`src/rtl/core_dispatcher.sv`:
```
// core_dispatcher: buffers decoded instructions in a small FIFO and issues each
// one to an idle matrix core.
//
// Ports:
//   clk, rst      - rising-edge clock, asynchronous active-high reset
//   in_valid      - decoder presents in_inst
//   in_ready      - FIFO has room (fifo_count != FIFO_DEPTH)
//   in_inst       - decoded instruction word
//   core_start    - one-hot, one-cycle start pulse to the selected core
//   core_inst     - shared instruction bus, valid while core_start != 0
//   core_done     - per-core one-cycle completion pulse
//   core_busy     - per-core busy flag
//   fifo_count    - number of buffered instructions
//   idle          - FIFO empty, no core busy, no start in flight
//   timeout_err   - per-core sticky timeout flag (CORE_DISPATCH_TIMEOUT_EN only)
//
// Optional feature macro: CORE_DISPATCH_TIMEOUT_EN. When defined, a core that
// stays busy for TIMEOUT_CYCLES cycles without done is forced idle and flagged.
module core_dispatcher #(
    parameter int unsigned CORES          = 2,
    parameter int unsigned INST_WIDTH     = 32,
    parameter int unsigned FIFO_DEPTH     = 4,
    parameter int unsigned TIMEOUT_CYCLES = 1024
) (
    input  logic                          clk,
    input  logic                          rst,
    input  logic                          in_valid,
    output logic                          in_ready,
    input  logic [INST_WIDTH-1:0]         in_inst,
    output logic [CORES-1:0]              core_start,
    output logic [INST_WIDTH-1:0]         core_inst,
    input  logic [CORES-1:0]              core_done,
    output logic [CORES-1:0]              core_busy,
    output logic [$clog2(FIFO_DEPTH):0]   fifo_count,
    output logic                          idle
`ifdef CORE_DISPATCH_TIMEOUT_EN
    ,
    output logic [CORES-1:0]              timeout_err
`endif
);

    localparam int unsigned AW = $clog2(FIFO_DEPTH);
    localparam int unsigned CW = AW + 1;
    localparam int unsigned PW = (CORES > 1) ? $clog2(CORES) : 1;

    localparam logic ST_IDLE = 1'b0;
    localparam logic ST_BUSY = 1'b1;

    logic [INST_WIDTH-1:0] mem_q [FIFO_DEPTH];
    logic [AW-1:0]         rd_ptr_q, wr_ptr_q;
    logic [CW-1:0]         count_q, count_d;
    logic [CORES-1:0]      state_q, state_d;
    logic [CORES-1:0]      start_q, start_d;
    logic [INST_WIDTH-1:0] inst_q, inst_d;
    logic [PW-1:0]         rr_q, rr_d;

    logic                  push, pop;
    logic                  grant_valid;
    int unsigned           grant_idx;
    logic [CORES-1:0]      eligible;

    // A core is eligible only when idle and not being started this cycle.
    assign eligible = ~state_q & ~start_q;
    assign in_ready = (count_q != CW'(FIFO_DEPTH));
    assign push     = in_valid && in_ready;

    // Round-robin search upward from rr_q, wrapping at CORES-1.
    always_comb begin
        grant_valid = 1'b0;
        grant_idx   = 0;
        for (int unsigned k = 0; k < CORES; k++) begin
            int unsigned idx;
            idx = int'(rr_q) + k;
            if (idx >= CORES) idx = idx - CORES;
            if (!grant_valid && eligible[idx]) begin
                grant_valid = 1'b1;
                grant_idx   = idx;
            end
        end
    end

    assign pop = grant_valid && (count_q != '0);

    always_comb begin
        start_d = '0;
        inst_d  = inst_q;
        rr_d    = rr_q;
        if (pop) begin
            start_d[grant_idx] = 1'b1;
            inst_d             = mem_q[rd_ptr_q];
            rr_d               = (grant_idx + 1 >= CORES) ? '0 : PW'(grant_idx + 1);
        end
        count_d = count_q + CW'(push) - CW'(pop);
    end

`ifdef CORE_DISPATCH_TIMEOUT_EN
    localparam int unsigned TW = $clog2(TIMEOUT_CYCLES + 1);
    logic [TW-1:0]    tcnt_q [CORES];
    logic [TW-1:0]    tcnt_d [CORES];
    logic [CORES-1:0] terr_q, terr_d;
`endif

    always_comb begin
`ifdef CORE_DISPATCH_TIMEOUT_EN
        terr_d = terr_q;
`endif
        for (int unsigned i = 0; i < CORES; i++) begin
            state_d[i] = state_q[i];
`ifdef CORE_DISPATCH_TIMEOUT_EN
            tcnt_d[i] = tcnt_q[i];
            if (start_q[i]) begin
                tcnt_d[i] = '0;
            end else if (state_q[i] == ST_BUSY) begin
                tcnt_d[i] = tcnt_q[i] + 1'b1;
            end
`endif
            if (start_q[i]) begin
                state_d[i] = ST_BUSY;
            end else if (state_q[i] == ST_BUSY && core_done[i]) begin
                state_d[i] = ST_IDLE;
`ifdef CORE_DISPATCH_TIMEOUT_EN
            end else if (state_q[i] == ST_BUSY && tcnt_q[i] == TW'(TIMEOUT_CYCLES - 1)) begin
                // TIMEOUT_CYCLES busy cycles elapsed with no done: release the core.
                state_d[i] = ST_IDLE;
                terr_d[i]  = 1'b1;
`endif
            end
        end
    end

    always_ff @(posedge clk or posedge rst) begin
        if (rst) begin
            rd_ptr_q <= '0;
            wr_ptr_q <= '0;
            count_q  <= '0;
            state_q  <= {CORES{ST_IDLE}};
            start_q  <= '0;
            inst_q   <= '0;
            rr_q     <= '0;
        end else begin
            if (pop)  rd_ptr_q <= rd_ptr_q + 1'b1;
            if (push) wr_ptr_q <= wr_ptr_q + 1'b1;
            count_q <= count_d;
            state_q <= state_d;
            start_q <= start_d;
            inst_q  <= inst_d;
            rr_q    <= rr_d;
        end
    end

`ifdef CORE_DISPATCH_TIMEOUT_EN
    always_ff @(posedge clk or posedge rst) begin
        if (rst) begin
            terr_q <= '0;
            for (int unsigned i = 0; i < CORES; i++) tcnt_q[i] <= '0;
        end else begin
            terr_q <= terr_d;
            for (int unsigned i = 0; i < CORES; i++) tcnt_q[i] <= tcnt_d[i];
        end
    end
    assign timeout_err = terr_q;
`endif

    // Storage needs no reset; occupancy is tracked by the pointers and count.
    always_ff @(posedge clk) begin
        if (push) mem_q[wr_ptr_q] <= in_inst;
    end

    assign core_start = start_q;
    assign core_inst  = inst_q;
    assign core_busy  = state_q;
    assign fifo_count = count_q;
    assign idle       = (count_q == '0) && (state_q == '0) && (start_q == '0);

endmodule

```
`config.mk`:
```
export PLATFORM = sky130hd
export DESIGN_NAME = core_dispatcher
export DESIGN_NICKNAME = d
export VERILOG_FILES = /design/src/rtl/core_dispatcher.sv
export SDC_FILE = /design/constraint.sdc
export NUM_CORES = 1
export LEC_CHECK = 0
export ABC_AREA = 1
export CORE_MARGIN = 2
export CORE_UTILIZATION = 45
export CTS_BUF_LIST = sky130_fd_sc_hd__clkbuf_4 sky130_fd_sc_hd__clkbuf_8 sky130_fd_sc_hd__clkbuf_16
export CTS_CLUSTER_DIAMETER = 50
export DETAILED_ROUTE_END_ITERATION = 6
export PLACE_DENSITY = 0.73
export REMOVE_ABC_BUFFERS = 1
export SETUP_SLACK_MARGIN = 0.3
export SLEW_MARGIN = 20
export SYNTH_ARGS = -nofsm -noshare
export SYNTH_HDL_FRONTEND = slang
export SYNTH_SLANG_ARGS = --single-unit
```
`constraint.sdc`:
```
create_clock -name clk -period 3.5 [get_ports clk]
set_clock_uncertainty 0.1 [all_clocks]
set_input_delay 0.525 -clock clk [delete_from_list [all_inputs] [get_ports clk]]
set_output_delay 0.525 -clock clk [all_outputs]
set_load 0.1 [all_outputs]
```
==> Word-level counts from Yosys, hierarchy flattened <==
Memories as Yosys holds them, arrays and structs flattened. A register that Yosys moved wholly into a read port is not among the register bits.
Index checks and enable logic that the tools add are counted.
{ "word_totals": {"mem_bits_rw": 128, "ff_bits": 12, "input_bits": 37, "wordCells": 62, "out_inout_bits": 41, "memories": 1} }
{ "op_classes": {"order_cmp": 7, "mux": 20, "addsub": 8, "n_reduce_logical": 15, "bitwise": 3, "eq_ne": 1} }
{ "mem_list": {"columns": ["name", "words", "width", "read_ports", "rd_clocked_by_memory_dff", "write_ports", "line_no", "text"], "rows": [
  ["mem_q", 4, 32, 1, 1, 1, "49", "logic [INST_WIDTH-1:0] mem_q [FIFO_DEPTH];"]
]} }
{ "ops": {"columns": ["op", "n"], "rows": [
  ["2-to-1 mux 32 bit", 4],
  ["less-than comparator 32 x 2 -> 1 bit, second input constant", 3],
  ["adder 32 x 1 -> 32 bit, second input constant", 1],
  [">= comparator 32 x 1 -> 1 bit, second input constant", 1],
  [">= comparator 32 x 2 -> 1 bit, second input constant", 1],
  ["2-to-1 mux 1 bit", 14],
  ["logical AND 1 bit", 8],
  ["adder 2 x 1 -> 2 bit, second input constant", 2],
  ["logical NOT 2 bit", 2],
  ["inverter 2 bit", 2],
  ["nonzero test 2 bit", 2],
  ["adder 3 x 1 -> 3 bit", 1],
  ["logical NOT 3 bit", 1],
  ["!= test 3 bit, second input constant", 1],
  ["nonzero test 3 bit", 1],
  ["subtractor 1 x 2 -> 3 bit, second input constant", 1],
  ["subtractor 2 x 2 -> 3 bit, second input constant", 1],
  ["subtractor 3 x 1 -> 3 bit", 1],
  ["adder 1 x 1 -> 2 bit, second input constant", 1],
  ["bitwise AND 2 bit", 1],
  [">= comparator 1 x 2 -> 1 bit, second input constant", 1],
  [">= comparator 2 bit, second input constant", 1],
  ["2-to-1 mux 2 bit", 1],
  ["demux 1 bit (select 1 bit)", 1],
  ["logical NOT 1 bit", 1]
]} }

==> Depth between registers and ports, before layout <==
Gate-level depths: netlist (run 1).
{ "depth": {"word_depth": 13, "depth_mapped": 11, "ltp_nobuf": 10} }

==> Worst setup path before layout (run 1) <==
Ideal clock, no wire load.
{ "synth_timing": {"path_kind": "reg2reg", "startpoint": "register count_q[1], in the netlist fifo_count[1]", "endpoint": "memory mem_q[0][0] (enable)", "t_required_ns": 2.979, "synth_period_minus_slack_ns": 4.108, "arrival_ns": 3.587, "setup_time_ns": 0.421, "stages_incl_launch_ff": 5, "path_slack_ns": -0.608, "n_path_buf": 0, "cell_sequence": "dfrtp_1 > nor2_1 > nand2_1 > nand2_1 > nor2_1"} }
{ "synth_between": {"elab_chain_cells": 4} }
{ "synth_rtl": {"columns": ["element", "line_no", "text"], "rows": [
  ["from (decl)", "51", "logic [CW-1:0] count_q, count_d;"],
  ["from (signal assigned)", "143", "count_q <= count_d;"],
  ["!= test 3 bit", "64", "assign in_ready = (count_q != CW'(FIFO_DEPTH));"],
  ["named net in_ready", "28", "output logic in_ready,"],
  ["logical AND 1 bit", "65", "assign push = in_valid && in_ready;"],
  ["2-to-1 mux 1 bit", "166", "if (push) mem_q[wr_ptr_q] <= in_inst;"],
  ["2-to-1 mux 1 bit (implied by the code)", "166", null],
  ["to (decl)", "49", null]
]} }
The timed path passes the listed nets, and every way through them passes these cells.

==> Worst setup path in the final report (run 1) <==
{ "layout_timing": {"startpoint": "register count_q[1], in the netlist fifo_count[1]", "endpoint": "output fifo_count[1]"} }
{ "layout_rtl": {"columns": ["element", "line_no", "text"], "rows": [
  ["to (decl)", "34", "output logic [$clog2(FIFO_DEPTH):0] fifo_count,"]
]} }
No word-level cell between the ends.

==> impl_metrics.env, run 1 <==
export IMPL_outcome="completed"
export IMPL_grt_usage_pct=17.3
export IMPL_wl_per_cell_um=13.7
export IMPL_ys_seq_area_share_pct=68.2
export IMPL_drc_errors=0
export IMPL_synth_edf_count=128
export IMPL_syn_to_final_growth_pct=21.8
export IMPL_cts_max_path_buffers=2
export IMPL_first_pass_iters=4
export IMPL_crit_buf_inv=1
export IMPL_synth_flop_cell="edfxtp_1"
export IMPL_io_pins=78
export IMPL_reg2regPathDepth=6
export IMPL_ant_nets=0
export IMPL_grt_pass1_vias=4468
export IMPL_cp_end_kind="output port"
export IMPL_place_gp_congestion=0.719
export IMPL_finalSetupViolCount=0
export IMPL_maxSlewViolCount=0
export IMPL_cts_tree="done"
export IMPL_synthTopCellsByCount="270 x nand2_1, 143 x inv_1, 128 x edfxtp_1, 65 x nand3_1, 44 x dfrtp_1"
export IMPL_grt_pass1_wl_um=22200
export IMPL_path_clk_slew_ps=60
export IMPL_finalCriticalPeriod_ps=2680
export IMPL_syn_cell_area_sq_um=7250
export IMPL_synth_top_area_share_pct=53.0
export IMPL_post_drt_via_cell_ratio=4.55
export IMPL_rrSetupSlack_ps=1040
export IMPL_hold_buffers=0
export IMPL_die_width_um=131
export IMPL_hold_viol_final=0
export IMPL_ys_seq_elements=172
export IMPL_drive_gt1_share_pct=6.88
export IMPL_cts_sinks=172
export IMPL_maxCapViolations=0
export IMPL_num_antenna_cells=0
export IMPL_vias=4626
export IMPL_setup_ws_ps=824
export IMPL_hpwl_um=8350
export IMPL_avgSynthCellArea_sq_um=10.2
export IMPL_synth_cell_types=23
export IMPL_max_stage_delay_ps=1170
export IMPL_cp_max_fo=5
export IMPL_cts_resized=0
export IMPL_slowest_stage="clkdlybuf4s50_1"
export IMPL_period_share_pct=76.5
export IMPL_worst_setup_path_start_kind="register"
export IMPL_cp_arrival_ps=2050
export IMPL_synthCells=708
export IMPL_dpl_worst_slack_ps=841
export IMPL_drt_initial_drc_count=332
export IMPL_worst_pin_slew_ps=1030
export IMPL_yosys_area_top_type="edfxtp_1"
export IMPL_grt_setup_unrepaired="no"
export IMPL_yosysMostFrequentCell="nand2_1"
export IMPL_nNetsFinal=831
export IMPL_cts_root_buf="clkbuf_16"
export IMPL_maxSlewHeadroom_pct=30.7
export IMPL_async_flop_share_pct=25.6
export IMPL_critical_path_class="reg2out"
export IMPL_hp_class="in2async"
export IMPL_antenna_found_initial=0
export IMPL_numPortBuffers=77
export IMPL_core_sq_um=15800
export IMPL_clk_latency_ps=420
export IMPL_critical_path_cell_chain="clkdlybuf4s50_1"
export IMPL_die_area_sq_um=17100
export IMPL_cp_top_family="buffers and inverters"
export IMPL_cp_required_ps=2870
export IMPL_rows=46
export IMPL_grt_overflow=0
export IMPL_timing_hold_ws_ps=295
export IMPL_cts_buffers=17
export IMPL_ys_top_cells_by_area="edfxtp_1 53%, dfrtp_1 15%, nand2_1 14%"
export IMPL_fp_dieH_um=131
export IMPL_rr_startpoint="rd_ptr_q[1]"
export IMPL_cts_setup_buffers=0
export IMPL_timing_rr_end="core_inst[18]"
export IMPL_max_freq_ghz=0.374
export IMPL_final_core_util_pct=55.8
export IMPL_grt_max_degree=67
export IMPL_cts_max_level=4
export IMPL_ys_warnings_count=0
export IMPL_finalWirelength_um=13900
export IMPL_initial_core_util_pct=45.8
how the worst max path moves through the flow:
stage                   from       endpoint  slack (ps)  cells past startpoint
2_1_floorplan  fifo_count[1]    mem_q[0][0]        -610                      4
3_3_place_gp        in_valid  fifo_count[1]         870                      8
3_5_place_dp        in_valid   mem_q[0][30]         840                      4
4_1_cts        fifo_count[1]  fifo_count[1]         790                      1
5_1_grt        fifo_count[1]  fifo_count[1]         740                      1
6_report       fifo_count[1]  fifo_count[1]         820                      1
per-layer routing:
layer  part of all wire (%)  global-route usage, %  vias up
met3                    3.9                   3.83       16
met4                    1.7                   6.82        0
met5                      0                      0        -
met2                     50                   29.2       93
li1                       -                      -     2339
met1                     44                   22.0     2178
stage by stage:
stage                     TNS, ps  std cells  cell area (sq um)
final                           0       1016               8830
after global placement          0        984               8220
after global routing            0       1016               8830
after detailed placement        0        984               8220
after floorplan            -77870        681               7080
after CTS                       0       1016               8830
cells in the final DEF (no fill, tap or decap), drive strengths merged:
cell type        n
xor2             2
nor2            12
clkinvlp         2
edfxtp         128
dfrtp           44
nand2          271
clkbuf          18
xnor2            2
inv            145
nand3           65
bufinv           4
a21oi            2
buf             12
clkdlybuf4s50   75
ha               6
clkinv           9
fa               1
o21ai            2
final cells by class:
cell class                      count  area [sq um]
Clock buffer                       18           433
Clock inverter                     14           175
Fill cell                        1337          7000
Inverter                          146           549
Multi-Input combinational cell    363          1620
Sequential cell                   172          4950
Tap cell                          216           270
Timing Repair Buffer               87           841
state kept, by name, indices dropped and copies added (netlist names):
| name | flops |
|---|---|
| core_start | 2 |
| rr_q | 1 |
| wr_ptr_q | 2 |
| mem_q | 128 |
| rd_ptr_q | 2 |
| core_busy | 2 |
| core_inst | 32 |
| fifo_count | 3 |
kinds of logic (layout without fill, tap and decap cells):
logic type                 count (synthesis)  after routing  share of synthesized area, %
AOI/OAI and AO/OA                          4              4                         0.431
and+or+nand+nor                          348            348                          19.6
buffers and inverters                    173            265                          9.94
adders and majority gates                  7              7                          1.31
xor gates and xnor gates                   4              4                         0.483
DFF                                      172            172                          68.2
Power of run 1 is left out: the tool's default activity adds up to more than one toggle a clock period on the data nets, which glitch-free logic cannot reach.
==> inputs of run 2 (changes only) <==
--- a/config.mk
+++ b/config.mk
@@ -11,7 +11,7 @@
 export CTS_BUF_LIST = sky130_fd_sc_hd__clkbuf_4 sky130_fd_sc_hd__clkbuf_8 sky130_fd_sc_hd__clkbuf_16
 export CTS_CLUSTER_DIAMETER = 50
 export DETAILED_ROUTE_END_ITERATION = 6
-export PLACE_DENSITY = 0.73
+export PLACE_DENSITY = 0.75
 export REMOVE_ABC_BUFFERS = 1
 export SETUP_SLACK_MARGIN = 0.3
 export SLEW_MARGIN = 20
==> constraint.sdc (replaced) <==
create_clock -name clk -period 2.3 [get_ports clk]
set_clock_uncertainty 0.1 [all_clocks]
set_input_delay 0.345 -clock clk [delete_from_list [all_inputs] [get_ports clk]]
set_output_delay 0.345 -clock clk [all_outputs]
set_load 0.1 [all_outputs]
==> run 2 against run 1 <==
Against the previous run:
- cell count increased by 0.49%
- utilization rose by 0.92 points
- via count rose by 1.1%
- non-clock buffer count is 5 higher
- critical path depth up 8
- register-to-register slack got worse by 740 ps
- die area is the same
==> impl_metrics.env, run 2 (synthesis results as in run 1) <==
export IMPL_regArea_sq_um=4950
export IMPL_layout_commonest_cell="nand2_1"
export IMPL_antenna_found_initial=0
export IMPL_hp_class="in2async"
export IMPL_path_clk_slew_ps=60
export IMPL_worst_setup_path_start_kind="register"
export IMPL_core_sq_um=15800
export IMPL_wl_per_cell_um=14.1
export IMPL_drt_initial_drc_count=429
export IMPL_maxSlewViolCount=0
export IMPL_ant_nets=0
export IMPL_first_pass_iters=5
export IMPL_nNetsFinal=836
export IMPL_outcome="completed"
export IMPL_drive_gt1_share_pct=13.7
export IMPL_hpwl_um=8040
export IMPL_rows=46
export IMPL_post_drt_via_cell_ratio=4.58
export IMPL_worst_pin_slew_ps=1050
export IMPL_max_freq_ghz=0.500
export IMPL_cts_root_buf="clkbuf_16"
export IMPL_cp_required_ps=2520
export IMPL_critical_path_cell_chain="nor2_4, nor2_4, nor2_8, ha_4, inv_2, ha_4, inv_2, fa_2, inv_1"
export IMPL_io_pins=78
export IMPL_cp_arrival_ps=2220
export IMPL_critical_path_class="reg2reg"
export IMPL_timing_hold_ws_ps=180
export IMPL_clk_latency_ps=420
export IMPL_cp_max_fo=5
export IMPL_syn_to_final_growth_pct=23.8
export IMPL_slowest_stage="fa_2"
export IMPL_fillers=1322
export IMPL_fp_dieH_um=131
export IMPL_cts_buffers=17
export IMPL_cts_max_path_buffers=2
export IMPL_grt_usage_pct=17.5
export IMPL_largest_register="mem_q"
export IMPL_grt_max_degree=67
export IMPL_drc_errors=0
export IMPL_cts_max_level=4
export IMPL_grt_pass1_vias=4599
export IMPL_grt_pass1_wl_um=22500
export IMPL_finalCriticalPeriod_ps=2000
export IMPL_cts_tree="done"
export IMPL_hold_viol_final=0
export IMPL_finalSetupViolCount=0
export IMPL_num_antenna_cells=0
export IMPL_die_area_sq_um=17100
export IMPL_cts_sinks=172
export IMPL_place_gp_congestion=0.686
export IMPL_max_stage_delay_ps=510
export IMPL_numPortBuffers=77
export IMPL_initial_core_util_pct=45.8
export IMPL_grt_overflow=0
export IMPL_grt_setup_unrepaired="yes"
export IMPL_layout_common_cells="270 x nand2_1, 140 x inv_1, 128 x edfxtp_1"
export IMPL_maxCapViolations=0
export IMPL_multi_input_area_sq_um=1650
export IMPL_hold_buffers=0
export IMPL_largest_register_ffs=128
export IMPL_vias=4678
export IMPL_finalWirelength_um=14400
export IMPL_cp_end_kind="register"
export IMPL_die_width_um=131
export IMPL_period_share_pct=87.0
export IMPL_maxSlewHeadroom_pct=29.7
## run 2: cell count changes in the layout (fill, tap and decap cells not counted), moves of 3 or more
| cell | change |
|---|---|
| buf_12 | +8 |
| buf_4 | +36 |
| clkinv_2 | -3 |
| clkdlybuf4s50_1 | -39 |
## run 2: cell type report
| type | instances | share of cell area, % |
|---|---|---|
| Sequential cell | 172 | 55.1 |
| Multi-Input combinational cell | 363 | 18.4 |
| Timing Repair Buffer | 92 | 9.81 |
| Inverter | 146 | 6.13 |
| Clock buffer | 20 | 5.06 |
| Tap cell | 216 | 3.01 |
| Clock inverter | 12 | 2.43 |
## run 2: metrics by stage
| step | instances | util, % | setup slack [ps] | instance area (sq um) | setup TNS (ps) |
|---|---|---|---|---|---|
| floorplan | 681 | - | -1810 | 7080 | -244000 |
| global placement | 985 | 52.0 | 165 | 8230 | 0 |
| detailed placement | 985 | 52.0 | 134 | 8230 | 0 |
| CTS | 1021 | 56.5 | 301 | 8940 | 0 |
| global route | 1021 | 56.7 | 235 | 8970 | 0 |
| finish | 1021 | 56.7 | 299 | 8970 | 0 |
## run 2: critical path: cells and delay by family, from the launching register on
family        cells  cell delay [ps]
fa+ha+maj         3              840
flops             1              420
simple gates      3              400
buf+inv           3              140
## run 2: repair_timing
item,in CTS,in global routing
endpoints found under the setup margin,2,3
pin swaps,1,5
setup buffers,4,0
resized for setup,2,9
## run 2: final timing paths
path	slack [ps]	depth (start not counted)	from	to
setup / recovery	300	9	core_start[1]	fifo_count[1]
hold / removal	180	3	rst	core_busy[1]
setup reg to reg	300	9	core_start[1]	fifo_count[1]
hold reg to reg	380	2	core_inst[5]	core_inst[5]
max in group asynchronous	1690	3	rst	fifo_count[1]
min in group clk	380	2	core_done[0]	core_busy[0]
## run 2: metal layers
layer	wire length [um]	part of all wire (%)	global-route usage, %	vias to the layer above
li1	-	-	-	2345
met1	6190	43	21.5	2213
met2	7360	51	29.9	107
met3	586	4.1	3.91	13
met4	236	1.6	7.45	0
met5	0	0	0	-
Power of run 2 is left out for the same reason.
==> inputs of run 3 (changes only) <==
--- a/config.mk
+++ b/config.mk
@@ -13,7 +13,6 @@
 export DETAILED_ROUTE_END_ITERATION = 6
 export PLACE_DENSITY = 0.75
 export REMOVE_ABC_BUFFERS = 1
-export SETUP_SLACK_MARGIN = 0.3
 export SLEW_MARGIN = 20
 export SYNTH_ARGS = -nofsm -noshare
 export SYNTH_HDL_FRONTEND = slang
==> run 3 against run 2 <==
Against the previous run:
- utilization shrank 0.45 points
- final area fell by 0.79%
- largest cell class unchanged
- first-iteration DRC count fell by 11%
- worst hold slack gained 3.3 ps
- register-to-register slack lost 50 ps
- cell count shrank 0.39%
- non-clock buffer count down 4
- critical path type unchanged
- die area did not move
- clock-buffer cell count did not move
- worst setup slack worse by 52 ps
- routed wire length down 1.7%
- global-route usage is 0.062 points lower
==> impl_metrics.env, run 3 (synthesis results as in run 1) <==
export IMPL_grt_usage_pct=17.4
export IMPL_layout_commonest_cell="nand2_1"
export IMPL_grt_busiest_layer="met2"
export IMPL_slowest_stage="fa_1"
export IMPL_grt_pass1_vias=4577
export IMPL_finalSetupViolCount=0
export IMPL_max_stage_delay_ps=480
export IMPL_reg2regPathDepth=10
export IMPL_path_clk_slew_ps=60
export IMPL_cts_max_path_buffers=2
export IMPL_finalWirelength_um=14100
export IMPL_fillers=1327
export IMPL_maxSlewViolCount=0
export IMPL_drive_gt1_share_pct=12.2
export IMPL_startpoint="fifo_count[1]"
export IMPL_cts_sinks=172
export IMPL_multi_input_area_sq_um=1620
export IMPL_die_width_um=131
export IMPL_io_pins=78
export IMPL_fp_dieH_um=131
export IMPL_hold_buffers=0
export IMPL_grt_setup_unrepaired="no"
export IMPL_crit_buf_inv=4
export IMPL_worst_pin_slew_ps=1040
export IMPL_largest_register_ffs=128
export IMPL_maxSlewHeadroom_pct=30.3
export IMPL_post_drt_via_cell_ratio=4.57
export IMPL_first_pass_iters=4
export IMPL_ant_nets=0
export IMPL_critical_path_class="reg2reg"
export IMPL_path_common_cell="inv_1"
export IMPL_cp_max_fo=5
export IMPL_cp_required_ps=2520
export IMPL_cp_top_family="adder cells"
export IMPL_cts_resized=0
export IMPL_grt_pass1_wl_um=22400
export IMPL_hold_viol_final=0
export IMPL_largest_register="mem_q"
export IMPL_regArea_sq_um=4950
export IMPL_core_sq_um=15800
export IMPL_rows=46
export IMPL_hpwl_um=8040
export IMPL_cts_max_level=4
export IMPL_nNetsFinal=832
export IMPL_max_freq_ghz=0.487
export IMPL_vias=4644
export IMPL_use_met3_pct=3.87
export IMPL_die_area_sq_um=17100
export IMPL_cp_end_kind="register"
export IMPL_grt_overflow=0
export IMPL_period_share_pct=89.3
export IMPL_timing_hold_ws_ps=184
export IMPL_clk_latency_ps=420
export IMPL_grt_max_degree=67
export IMPL_cts_buffers=17
export IMPL_antenna_found_initial=0
export IMPL_worst_setup_path_start_kind="register"
export IMPL_critical_path_cell_chain="nor2_1, nand2_2, inv_2, nor2_8, ha_1, inv_1, ha_1, inv_1, fa_1, inv_1"
export IMPL_outcome="completed"
export IMPL_finalCriticalPeriod_ps=2050
export IMPL_cts_root_buf="clkbuf_16"
export IMPL_path_depth=10
export IMPL_use_met2_pct=29.8
export IMPL_num_antenna_cells=0
export IMPL_hp_class="in2async"
export IMPL_rr_startpoint="fifo_count[1]"
export IMPL_wl_per_cell_um=13.9
export IMPL_grtUsageMet1_pct=21.5
export IMPL_cts_tree="done"
export IMPL_cp_endpoint="fifo_count[1]"
export IMPL_layout_common_cells="270 x nand2_1, 142 x inv_1, 128 x edfxtp_1"
export IMPL_drc_errors=0
export IMPL_maxCapViolations=0
export IMPL_syn_to_final_growth_pct=22.8
export IMPL_place_gp_congestion=0.686
export IMPL_timing_rr_end="fifo_count[1]"
export IMPL_rrSetupSlack_ps=250
export IMPL_place_inst=985
export IMPL_instances_no_fill=1017
export IMPL_drt_initial_drc_count=382
export IMPL_numPortBuffers=77
export IMPL_cp_arrival_ps=2270
export IMPL_initial_core_util_pct=45.8
export IMPL_cts_setup_buffers=0
==> run 3: changes by cell type in the layout (fill, tap and decap cells not counted), sizes merged <==
cell  previous run  this run
buf             56        52
==> run 3: per-stage QoR <==
stage | setup TNS [ps] | worst slack (ps) | cell area (sq um) | utilization, %
floorplan | -244000 | -1810 | 7080 | -
CTS | 0 | 228 | 8900 | 56.3
finish | 0 | 247 | 8900 | 56.3
detailed placement | 0 | 134 | 8230 | 52.0
global route | 0 | 142 | 8900 | 56.3
global placement | 0 | 165 | 8230 | 52.0
==> run 3: worst reg2reg max path, delay by kind of cell, from the launching register on <==
kind	cells	cell delay (ps)
AND/OR/NAND/NOR	3	280
buffers and inverters	4	270
flip-flops	1	450
adder cells (fa/ha/maj)	3	870
==> run 3: final cells by class <==
type / count / area share [%]
inverters: 146 / 6.16
multi-input cells: 363 / 18.1
well taps: 216 / 3.04
clock buffers: 20 / 5.10
flip-flops and latches: 172 / 55.6
clock inverters: 12 / 2.45
repair buffers: 88 / 9.56
==> run 3: worst min path at each step <==
stage	to	slack [ps]	cells past startpoint
floorplan	core_busy[0]	340	1
CTS	core_inst[27]	180	3
global placement	rr_q	370	2
detailed placement	core_inst[4]	370	2
global route	core_inst[22]	220	3
finish	core_start[0]	180	3
==> run 3: per-layer routing <==
metal	vias to the layer above	share of wire (%)	routed length [um]
li1	2342	-	-
met1	2180	43	6130
met2	108	52	7280
met3	14	3.5	495
met4	0	1.6	231
met5	-	0	0
Power of run 3 is left out for the same reason.
